$ cat src/rtl/minirv_pkg.sv
// Shared miniRV definitions: write-back source selects, load funct3 codes, WB register payload.
package minirv_pkg;

   localparam int unsigned XLEN = 32;

   localparam logic [1:0] WB_SEL_ALU  = 2'd0;
   localparam logic [1:0] WB_SEL_LOAD = 2'd1;
   localparam logic [1:0] WB_SEL_PC4  = 2'd2;
   localparam logic [1:0] WB_SEL_IMM  = 2'd3;

   localparam logic [2:0] F3_LB  = 3'b000;
   localparam logic [2:0] F3_LH  = 3'b001;
   localparam logic [2:0] F3_LW  = 3'b010;
   localparam logic [2:0] F3_LBU = 3'b100;
   localparam logic [2:0] F3_LHU = 3'b101;

   // MEM/WB pipeline register contents
   typedef struct packed {
      logic            valid;
      logic            rf_we;
      logic [4:0]      rd;
      logic [1:0]      wb_sel;
      logic [2:0]      funct3;
      logic [XLEN-1:0] alu_res;
      logic [XLEN-1:0] dram_rd;
      logic [XLEN-1:0] pc4;
      logic [XLEN-1:0] imm;
   } wb_reg_t;

endpackage

$ cat src/rtl/wb_stage_if.sv
// MEM-to-WB bundle plus the register-file write port and retire status of the WB stage.
interface wb_stage_if #(
   parameter int unsigned XLEN = 32
);
   logic            mem_valid;
   logic            mem_rf_we;
   logic [4:0]      mem_rd;
   logic [1:0]      mem_wb_sel;
   logic [2:0]      mem_funct3;
   logic [XLEN-1:0] mem_alu_res;
   logic [XLEN-1:0] mem_dram_rd;
   logic [XLEN-1:0] mem_pc4;
   logic [XLEN-1:0] mem_imm;
   logic            stall;
   logic            flush;

   logic            rf_we;
   logic [4:0]      rf_wR;
   logic [XLEN-1:0] rf_wD;
   logic            wb_valid;
   logic [31:0]     instret;

   // Upstream pipeline / pipeline control side
   modport master (
      output mem_valid, mem_rf_we, mem_rd, mem_wb_sel, mem_funct3,
             mem_alu_res, mem_dram_rd, mem_pc4, mem_imm, stall, flush,
      input  rf_we, rf_wR, rf_wD, wb_valid, instret
   );

   // Write-back stage side
   modport slave (
      input  mem_valid, mem_rf_we, mem_rd, mem_wb_sel, mem_funct3,
             mem_alu_res, mem_dram_rd, mem_pc4, mem_imm, stall, flush,
      output rf_we, rf_wR, rf_wD, wb_valid, instret
   );
endinterface

$ cat src/rtl/load_ext.sv
// Sub-word load alignment and sign/zero extension (combinational).
module load_ext
   import minirv_pkg::*;
(
   input  logic [31:0] word,
   input  logic [1:0]  off,
   input  logic [2:0]  funct3,
   output logic [31:0] ext
);

   logic [7:0]  byte_c;
   logic [15:0] half_c;

   // Pick the addressed byte and half; off[0] does not matter for halves
   always_comb begin
      byte_c = word[7:0];
      half_c = word[15:0];
      case (off)
         2'd1:    byte_c = word[15:8];
         2'd2:    byte_c = word[23:16];
         2'd3:    byte_c = word[31:24];
         default: byte_c = word[7:0];
      endcase
      if (off[1]) half_c = word[31:16];
   end

   // Extend according to the load size/sign code; unknown codes act as lw
   always_comb begin
      ext = word;
      case (funct3)
         F3_LB:   ext = {{24{byte_c[7]}}, byte_c};
         F3_LBU:  ext = {24'd0, byte_c};
         F3_LH:   ext = {{16{half_c[15]}}, half_c};
         F3_LHU:  ext = {16'd0, half_c};
         default: ext = word;
      endcase
   end

endmodule

$ cat src/rtl/wb_stage.sv
// miniRV write-back stage: MEM/WB register, write-data select, retire counter.
// Optional WB_LOAD_EXT_EN macro enables sub-word load extraction (otherwise LOAD returns the raw word).
module wb_stage
   import minirv_pkg::*;
#(
   parameter int unsigned XLEN = minirv_pkg::XLEN
)(
   input  logic       clk,
   input  logic       rst_n,
   wb_stage_if.slave  bus
);

   wb_reg_t         wb_q;
   wb_reg_t         wb_d;
   logic [31:0]     instret_q;
   logic [XLEN-1:0] load_val_c;
   logic [XLEN-1:0] wd_c;

   // Gather the incoming MEM-stage fields into the register payload
   always_comb begin
      wb_d         = '0;
      wb_d.valid   = bus.mem_valid;
      wb_d.rf_we   = bus.mem_rf_we;
      wb_d.rd      = bus.mem_rd;
      wb_d.wb_sel  = bus.mem_wb_sel;
      wb_d.funct3  = bus.mem_funct3;
      wb_d.alu_res = bus.mem_alu_res;
      wb_d.dram_rd = bus.mem_dram_rd;
      wb_d.pc4     = bus.mem_pc4;
      wb_d.imm     = bus.mem_imm;
   end

   // MEM/WB register: reset, then flush bubble, then stall hold, else load
   always_ff @(posedge clk) begin
      if (!rst_n) begin
         wb_q <= '0;
      end else if (bus.flush) begin
         wb_q <= '0;
      end else if (!bus.stall) begin
         wb_q <= wb_d;
      end
   end

   // Retire counter: a valid entry leaves WB when not held, or when flushed out
   always_ff @(posedge clk) begin
      if (!rst_n) begin
         instret_q <= 32'd0;
      end else if (wb_q.valid && (!bus.stall || bus.flush)) begin
         instret_q <= instret_q + 32'd1;
      end
   end

`ifdef WB_LOAD_EXT_EN
   load_ext u_load_ext (
      .word   (wb_q.dram_rd),
      .off    (wb_q.alu_res[1:0]),
      .funct3 (wb_q.funct3),
      .ext    (load_val_c)
   );
`else
   logic unused_funct3_c;
   assign unused_funct3_c = ^wb_q.funct3;
   assign load_val_c      = wb_q.dram_rd;
`endif

   // Write-data source select from registered fields only
   always_comb begin
      wd_c = wb_q.alu_res;
      case (wb_q.wb_sel)
         WB_SEL_ALU:  wd_c = wb_q.alu_res;
         WB_SEL_LOAD: wd_c = load_val_c;
         WB_SEL_PC4:  wd_c = wb_q.pc4;
         WB_SEL_IMM:  wd_c = wb_q.imm;
         default:     wd_c = wb_q.alu_res;
      endcase
   end

   // Register-file port; x0 writes are suppressed
   assign bus.rf_we    = wb_q.valid & wb_q.rf_we & (wb_q.rd != 5'd0);
   assign bus.rf_wR    = wb_q.rd;
   assign bus.rf_wD    = wd_c;
   assign bus.wb_valid = wb_q.valid;
   assign bus.instret  = instret_q;

endmodule
$ cat src/flat_wrapper.sv
// flat-port wrapper written by rule: the top's interface ports become plain ports
module wb_stage_flat import minirv_pkg::*;
#(
   parameter int unsigned XLEN = minirv_pkg::XLEN
)
  (clk, rst_n, bus_mem_valid, bus_mem_rf_we, bus_mem_rd, bus_mem_wb_sel, bus_mem_funct3, bus_mem_alu_res, bus_mem_dram_rd, bus_mem_pc4, bus_mem_imm, bus_stall, bus_flush, bus_rf_we, bus_rf_wR, bus_rf_wD, bus_wb_valid, bus_instret);
  wb_stage_if #(.XLEN(XLEN)) bus_i ();
  input  logic clk;
  input  logic rst_n;
  input wire logic [$bits(bus_i.mem_valid)-1:0] bus_mem_valid;
  input wire logic [$bits(bus_i.mem_rf_we)-1:0] bus_mem_rf_we;
  input wire logic [$bits(bus_i.mem_rd)-1:0] bus_mem_rd;
  input wire logic [$bits(bus_i.mem_wb_sel)-1:0] bus_mem_wb_sel;
  input wire logic [$bits(bus_i.mem_funct3)-1:0] bus_mem_funct3;
  input wire logic [$bits(bus_i.mem_alu_res)-1:0] bus_mem_alu_res;
  input wire logic [$bits(bus_i.mem_dram_rd)-1:0] bus_mem_dram_rd;
  input wire logic [$bits(bus_i.mem_pc4)-1:0] bus_mem_pc4;
  input wire logic [$bits(bus_i.mem_imm)-1:0] bus_mem_imm;
  input wire logic [$bits(bus_i.stall)-1:0] bus_stall;
  input wire logic [$bits(bus_i.flush)-1:0] bus_flush;
  output wire logic [$bits(bus_i.rf_we)-1:0] bus_rf_we;
  output wire logic [$bits(bus_i.rf_wR)-1:0] bus_rf_wR;
  output wire logic [$bits(bus_i.rf_wD)-1:0] bus_rf_wD;
  output wire logic [$bits(bus_i.wb_valid)-1:0] bus_wb_valid;
  output wire logic [$bits(bus_i.instret)-1:0] bus_instret;
  assign bus_i.mem_valid = bus_mem_valid;
  assign bus_i.mem_rf_we = bus_mem_rf_we;
  assign bus_i.mem_rd = bus_mem_rd;
  assign bus_i.mem_wb_sel = bus_mem_wb_sel;
  assign bus_i.mem_funct3 = bus_mem_funct3;
  assign bus_i.mem_alu_res = bus_mem_alu_res;
  assign bus_i.mem_dram_rd = bus_mem_dram_rd;
  assign bus_i.mem_pc4 = bus_mem_pc4;
  assign bus_i.mem_imm = bus_mem_imm;
  assign bus_i.stall = bus_stall;
  assign bus_i.flush = bus_flush;
  assign bus_rf_we = bus_i.rf_we;
  assign bus_rf_wR = bus_i.rf_wR;
  assign bus_rf_wD = bus_i.rf_wD;
  assign bus_wb_valid = bus_i.wb_valid;
  assign bus_instret = bus_i.instret;
  wb_stage #(.XLEN(XLEN)) u_core (.clk(clk), .rst_n(rst_n), .bus(bus_i));
endmodule
$ cat config.mk
export PLATFORM = sky130hd
export DESIGN_NAME = wb_stage_flat
export DESIGN_NICKNAME = d
export VERILOG_FILES = /design/src/rtl/minirv_pkg.sv /design/src/rtl/wb_stage_if.sv /design/src/rtl/load_ext.sv /design/src/rtl/wb_stage.sv /design/src/flat_wrapper.sv
export SDC_FILE = /design/constraint.sdc
export NUM_CORES = 1
export LEC_CHECK = 0
export CAP_MARGIN = 10
export CORE_ASPECT_RATIO = 1.25
export CORE_MARGIN = 2
export CORE_UTILIZATION = 44
export CTS_BUF_LIST = sky130_fd_sc_hd__clkbuf_4
export CTS_CLUSTER_DIAMETER = 80
export CTS_CLUSTER_SIZE = 12
export DETAILED_ROUTE_END_ITERATION = 16
export PLACE_DENSITY = 0.79
export SYNTH_ARGS = -nofsm -noshare
export SYNTH_HDL_FRONTEND = slang
export SYNTH_SLANG_ARGS = --single-unit
$ cat constraint.sdc
create_clock -name clk -period 2.17 [get_ports clk]
set_clock_uncertainty 0.2 [all_clocks]
set_input_delay 0.434 -clock clk [delete_from_list [all_inputs] [get_ports clk]]
set_output_delay 0.434 -clock clk [all_outputs]
set_load 0.03 [all_outputs]
==> flow_summary.ini, run 1 <==
[run_status]
status = finished, violations left
failed_checks = negative setup slack

[pwr]
power.leakage_nw = 4.27
peakVddDrop_v = 0.000498
power_density_nw_per_um2 = 594

[synthesis]
async_flop_share_pct = 0
syn_inst = 673
synth_area_sq_um = 7150
syn-num-nets = 818
yosys_warnings = 0
ys_seq_area_share_pct = 47.3
yosysUniqueCellTypes = 36
synth-edff-count = 0
ys.flop_type = dfxtp_1
ys_ff_latch = 169
syn_area_per_cell_sq_um = 10.6

[final_layout]
syn_to_final_growth_pct = 44.3
drive_gt1_share_pct = 22.9
fin_cells = 1132
design_area_sq_um = 10300
final_nets = 1045
fillCellCount = 1278

[critical_path]
crit_path_end_kind = primary output
worst-path-stages = 4
path_cells = buf_12, buf_12, mux4_2, buf_6
r2r_start = u_core.bus.instret[1]$_SDFFE_PN0P_
cp_num_buf_inv = 3
cp-start-kind = register
crit_fanout = 7
cp.required_ns = 1.54
path_delay_family = multiplexers
cp-endpoint = bus_rf_wD[5]
reg2reg_depth = 5
slowest_stage = mux4_2
cp_common_cell = buf_12
cpPeakStageDelay_ns = 0.52
regToRegEndpoint = u_core.bus.instret[19]$_SDFFE_PN0P_
startpoint = u_core.wb_q[131]$_SDFFE_PP0N_
arrival_ns = 1.95
crit_type = reg2out
reg2reg_slack_ns = -0.07

[clocking]
cts.sinks = 169
clock_latency_ns = 0.55
cts_tree = built
cts_buffer_depth = 2
clk_transition_reported_paths_ns = 0.16
numCtsBuffers = 17
cts-root-buf = clkbuf_4
cts.htree.levels = 4

[place]
hpwl_um = 12600
place_inst = 1075
place_area_sq_um = 9580
io_buffer_count = 211
routabilityCongestion = 0.820

[sta]
hold_viol_final = 0
relSlewSlack_pct = 58.4
post-route-period-util_pct = 119
worst_pin_slew_ns = 0.624
timing.fmax_mhz = 387
worst_slack_ns = -0.412
drv_slew = 0
setup_violations = 40
rsz0062_at_grt = yes
hold_ws_ns = 0.256
fin_crit_ns = 2.58

[drt]
ant_nets = 0
wl_per_cell_um = 16.8
dr.pass1.iters = 5
viasPerCell = 5.23
wirelength_um = 19000
vias = 5920
drc = 0
drtIter0Drc = 456

[grt]
antenna_found_initial = 3
grt_pass1_vias = 5961
grt_usage_pct = 21.9
grt_first_pass_wirelength_um = 30000
gr-total-overflow = 0
grt_max_degree = 80

[flow_run]
maxCapViolCount = 0

[min_path]
hold_class = in2reg
min_path_cells = 3

[floorplan]
die_w_um = 118
start_util_pct = 44.5
die_area_sq_um = 17300
ios = 215
core_area_sq_um = 16100
placementRows = 52
die-height_um = 147
## routing by layer
layer  track usage, %  share of wire, %  vias to the layer above  wire length (um)
li1                 -                 -                     2876                 -
met1             24.0                38                     2760              7190
met2             37.8                51                      236              9800
met3             8.32               7.6                       48              1450
met4             9.58               3.1                        0               596
met5                0                 0                        -                 0
## where the power goes
group / internal (mW) / leakage [nW] / switching, mW / total (mW)
registers: 3.18 / 1.39 / 0.0444 / 3.22
logic: 0.496 / 2.71 / 0.341 / 0.838
clock network: 0.851 / 0.175 / 1.22 / 2.07
## cell usage after synthesis, drive strengths merged (10+ instances only)
master    n  area [sq um]
nand3    11          55.1
a21oi    23           115
clkbuf   27           121
or4      18           143
nand2    11          41.3
buf      29           163
mux4     32           721
mux2i   137          1370
o31ai    15           113
nand4    10          62.6
dfxtp   169          3380
nor2    145           544
## cells by family (layout without fill, tap and decap cells)
group | count (synthesis) | after routing | synth area share, %
simple gates | 217 | 221 | 14.0
mux | 169 | 169 | 29.3
flops | 169 | 169 | 47.3
buf+inv | 61 | 297 | 4.24
compound gates | 48 | 48 | 4.04
xor+xnor | 8 | 8 | 0.980
fa+ha+maj | 1 | 1 | 0.175
other cells | 0 | 3 | 0
## tightest hold or removal path: stages
cell             delay (ns)
clkdlybuf4s50_1        0.39
mux2i_1                0.12
nor2_1                 0.05
## state kept, by name, summed over array words and instances (netlist names)
register	cells
u_core.bus.rf_wR	5
u_core.bus.instret	32
u_core.load_val_c	32
u_core.wb_q	99
u_core.bus.wb_valid	1
## per-stage QoR
stage	total power [mW]	util (%)	setup WS [ns]	setup TNS, ns
global placement	4.08	59.6	-0.437	-9.15
detailed placement	4.10	59.6	-0.469	-9.77
CTS	6.19	63.6	-0.470	-13.81
floorplan	3.69	-	-0.0205	-0.0445
finish	6.13	64.2	-0.412	-11.88
global route	6.41	64.2	-0.537	-15.84
## repair_timing
action,CTS,global route
hold buffers,0,0
cloned,4,1
buffers inserted,15,2
resized for setup,166,45
pin swaps,17,17
setup endpoints to repair,77,60
## worst min-delay path by stage
stage | start | to | slack [ns]
after floorplan | u_core.wb_q[32]$_SDFFE_PP0N_ | u_core.wb_q[32]$_SDFFE_PP0N_ | 0.26
after global placement | u_core.bus.instret[31]$_SDFFE_PN0P_ | u_core.bus.instret[31]$_SDFFE_PN0P_ | 0.27
after detailed placement | u_core.bus.instret[31]$_SDFFE_PN0P_ | u_core.bus.instret[31]$_SDFFE_PN0P_ | 0.27
after CTS | bus_mem_imm[29] | u_core.wb_q[29]$_SDFFE_PP0N_ | 0.21
after global routing | bus_mem_imm[27] | u_core.wb_q[27]$_SDFFE_PP0N_ | 0.19
final | bus_mem_dram_rd[0] | u_core.load_val_c[0]$_SDFFE_PP0N_ | 0.26
## layout by cell type (no fill, tap or decap), types with 4 or more instances in the layout
cell type        instances
buf_6                   46
o21ai_0                  7
dlygate4sd2_1           29
or4_1                   11
mux2i_1                137
a21oi_1                 15
dfxtp_2                 17
inv_8                    5
clkbuf_2                 6
nand2_1                 10
xnor2_1                  5
or4_4                   10
a21oi_2                  8
clkbuf_4                17
buf_12                  10
mux4_2                  32
nand4_1                 10
dfxtp_4                  8
inv_1                    5
clkdlybuf4s50_1        139
inv_6                    4
nor2_1                 145
o31ai_1                 14
or3_1                    4
nand3_1                 11
dfxtp_1                144
buf_4                   24
## final cells by class
class                      count  area, sq um  share of cell area (%)
sequential                   169         3430                    33.3
antenna                        3         7.51                  0.0728
multi-input combinational    447         3600                    34.9
clock inverter                15          201                    1.95
timing repair buffer         260         2660                    25.7
tap                          216          270                    2.62
clock buffer                  17          128                    1.24
inverter                       5         18.8                   0.182
Note: power is estimated with default switching activity, not from simulation.
==> run 2, diff against run 1 <==
- CAP_MARGIN: 10 -> 30
- HOLD_SLACK_MARGIN: default -> 0.15
- SYNTH_HIERARCHICAL: default -> 1
==> flow_summary.ini, run 2 <==
[critical_path]
reg2reg_depth = 5
cp_num_buf_inv = 4
cp_common_cell = buf_6
crit_type = reg2out
regToRegEndpoint = u_core/bus.instret[29]$_SDFFE_PN0P_
slowest_stage = mux4_2
path_delay_family = multiplexers
cp-start-kind = register
path_cells = buf_6, buf_12, buf_8, mux4_2, buf_6
crit_path_end_kind = primary output
r2r_start = u_core/bus.instret[0]$_SDFFE_PN0P_
cpPeakStageDelay_ns = 0.51
crit_fanout = 5
cp.required_ns = 1.54
reg2reg_slack_ns = 0.11
arrival_ns = 1.93

[pwr]
power.leakage_nw = 4.53
intPower_mw = 4.33
power_frac_comb_pct = 14.9
p_sw_share_pct = 25.2
total_power_mw = 5.79
p_sw_mw = 1.46
pwr-share-seq_pct = 55.8
peakVddDrop_v = 0.000487
power_density_nw_per_um2 = 553
clockPowerShare_pct = 29.3

[synthesis]
ys.flop_type = dfxtp_1
yosysUniqueCellTypes = 32
synthTopCellsByCount = dfxtp_1, nor2_1, mux2i_1, mux4_2, and2_1
synth_area_leaders = dfxtp_1, mux2i_1, mux4_2, nor2_1, and2_1
synth_area_sq_um = 7120
yosys_warnings = 6
async_flop_share_pct = 0
syn_inst = 666
synth-edff-count = 0
synth_top_area_share_pct = 47.5
ys_ff_latch = 169
syn_area_per_cell_sq_um = 10.7
syn-num-nets = 811
yosysMostFrequentCell = dfxtp_1
yosys.area.top_type = dfxtp_1
ys_seq_area_share_pct = 47.5

[floorplan]
start_util_pct = 44.5
ios = 215
die-height_um = 146
die_area_sq_um = 17200
die_w_um = 118
core_area_sq_um = 16000
placementRows = 52

[sta]
relSlewSlack_pct = 61.7
rsz0062_at_grt = yes
drv_slew = 0
hold_viol_final = 0
post-route-period-util_pct = 118
timing.fmax_mhz = 390
fin_crit_ns = 2.57
setup_violations = 33
worst_slack_ns = -0.397
worst_pin_slew_ns = 0.575

[grt]
grt_max_degree = 78
antenna_found_initial = 1
gr-total-overflow = 0
grt_pass1_vias = 5797
grt_first_pass_wirelength_um = 28600
grt_usage_pct = 20.9

[clocking]
numCtsBuffers = 17
clock_latency_ns = 0.55
cts_tree = built
postCtsHoldBufs = 0
cts.htree.levels = 4
clk_transition_reported_paths_ns = 0.14
cts.sinks = 169
cts-root-buf = clkbuf_4
cts_buffer_depth = 2

[final_layout]
final_cell_mix = dfxtp_1, clkdlybuf4s50_1, nor2_1
final_nets = 1068
fin_util_pct = 65.4
fillCellCount = 1320
syn_to_final_growth_pct = 47.0
design_area_sq_um = 10500
layout_commonest_cell = dfxtp_1
drive_gt1_share_pct = 20.3
largest_register = u_core/wb_q
fin_cells = 1153
largest_register_ffs = 99

[run_status]
failed_checks = negative setup slack
status = finished, violations left

[place]
routabilityCongestion = 0.825
place_area_sq_um = 9720
io_buffer_count = 211
place_inst = 1087
hpwl_um = 12700

[drt]
drc = 0
wirelength_um = 18100
vias = 5778
ant_nets = 0
drtIter0Drc = 332
dr.pass1.iters = 5
wl_per_cell_um = 15.7
viasPerCell = 5.01

[flow_run]
maxCapViolCount = 0

[min_path]
min_path_cells = 5
min_to = u_core/wb_q[31]$_SDFFE_PP0N_
hold_class = in2reg
min-delay-start = bus_stall
run 2: cell count changes in the layout (fill, tap and decap cells not counted), sizes merged, moves of 4 or more:
cell,change
a21boi,+7
and3,+4
or4,-21
nand2,+6
nor2,-7
a21oi,-23
o31ai,-13
buf,+27
inv,-11
and2,+27
xnor2,+12
run 2: worst max-delay path by stage:
stage / from / end / depth (start not counted)
6_report: u_core/wb_q[131]$_SDFFE_PP0N_ / bus_rf_wD[9] / 5
5_1_grt: u_core/wb_q[131]$_SDFFE_PP0N_ / bus_rf_wD[9] / 5
4_1_cts: u_core/wb_q[131]$_SDFFE_PP0N_ / bus_rf_wD[9] / 5
3_5_place_dp: bus_flush / u_core/bus.instret[29]$_SDFFE_PN0P_ / 6
3_3_place_gp: bus_flush / u_core/bus.instret[29]$_SDFFE_PN0P_ / 6
2_1_floorplan: bus_stall / u_core/bus.instret[29]$_SDFFE_PN0P_ / 7
run 2: timing repair:
item,CTS,global route
setup buffers,20,11
pin swaps,0,3
setup endpoints to repair,71,41
gates cloned,1,0
gates resized for setup,195,25
run 2: area by class of cell:
type	count	area, sq um	share of cell area, %
antenna	1	2.50	0.0239
clock buffer	21	158	1.51
clock inverter	11	98.8	0.944
inverter	1	3.75	0.0358
multi-input combinational	446	3550	33.9
sequential	169	3400	32.5
tap	216	270	2.58
timing repair buffer	288	2990	28.5
run 2: logic make-up (layout without fill, tap and decap cells):
group                    count (synthesis)  in the layout  synth area share, %
AO/OA/AOI/OAI                           18             18                 1.72
multiplexers                           169            169                 29.4
XOR/XNOR                                23             23                 2.83
other                                    0              1                    0
AND/OR/NAND/NOR                        235            235                 15.4
buffers and inverters                   51            321                 2.97
flip-flops                             169            169                 47.5
adder cells (fa/ha/maj)                  1              1                0.176
run 2: worst min-delay path: stages:
cell and delay, ns:
buf_6 0.07, buf_4 0.12, buf_4 0.16, mux2i_1 0.08
nor2_1 0.07
run 2: metrics by stage:
stage               setup TNS [ns]  hold WS [ns]  worst slack [ns]
global placement             -4.97         0.269            -0.455
detailed placement           -5.39         0.278            -0.457
CTS                         -12.32         0.217            -0.481
finish                      -10.52         0.220            -0.397
global route                -13.20         0.182            -0.476
floorplan                   -0.194         0.258            -0.116
run 2: routing by layer:
metal  GRT usage [%]  share of wire (%)
met5               0                  0
met4            7.59                2.2
met3            6.21                6.4
met2            37.2                 52
met1            23.5                 39
run 2: power groups by stage:
| stage | clock network (mW) | logic [mW] | registers, mW |
|---|---|---|---|
| after floorplan | 0 | 0.405 | 3.29 |
| after global placement | 0 | 0.787 | 3.30 |
| after detailed placement | 0 | 0.799 | 3.30 |
| after CTS | 1.77 | 0.854 | 3.23 |
| after global routing | 1.89 | 0.925 | 3.24 |
| final | 1.70 | 0.864 | 3.23 |
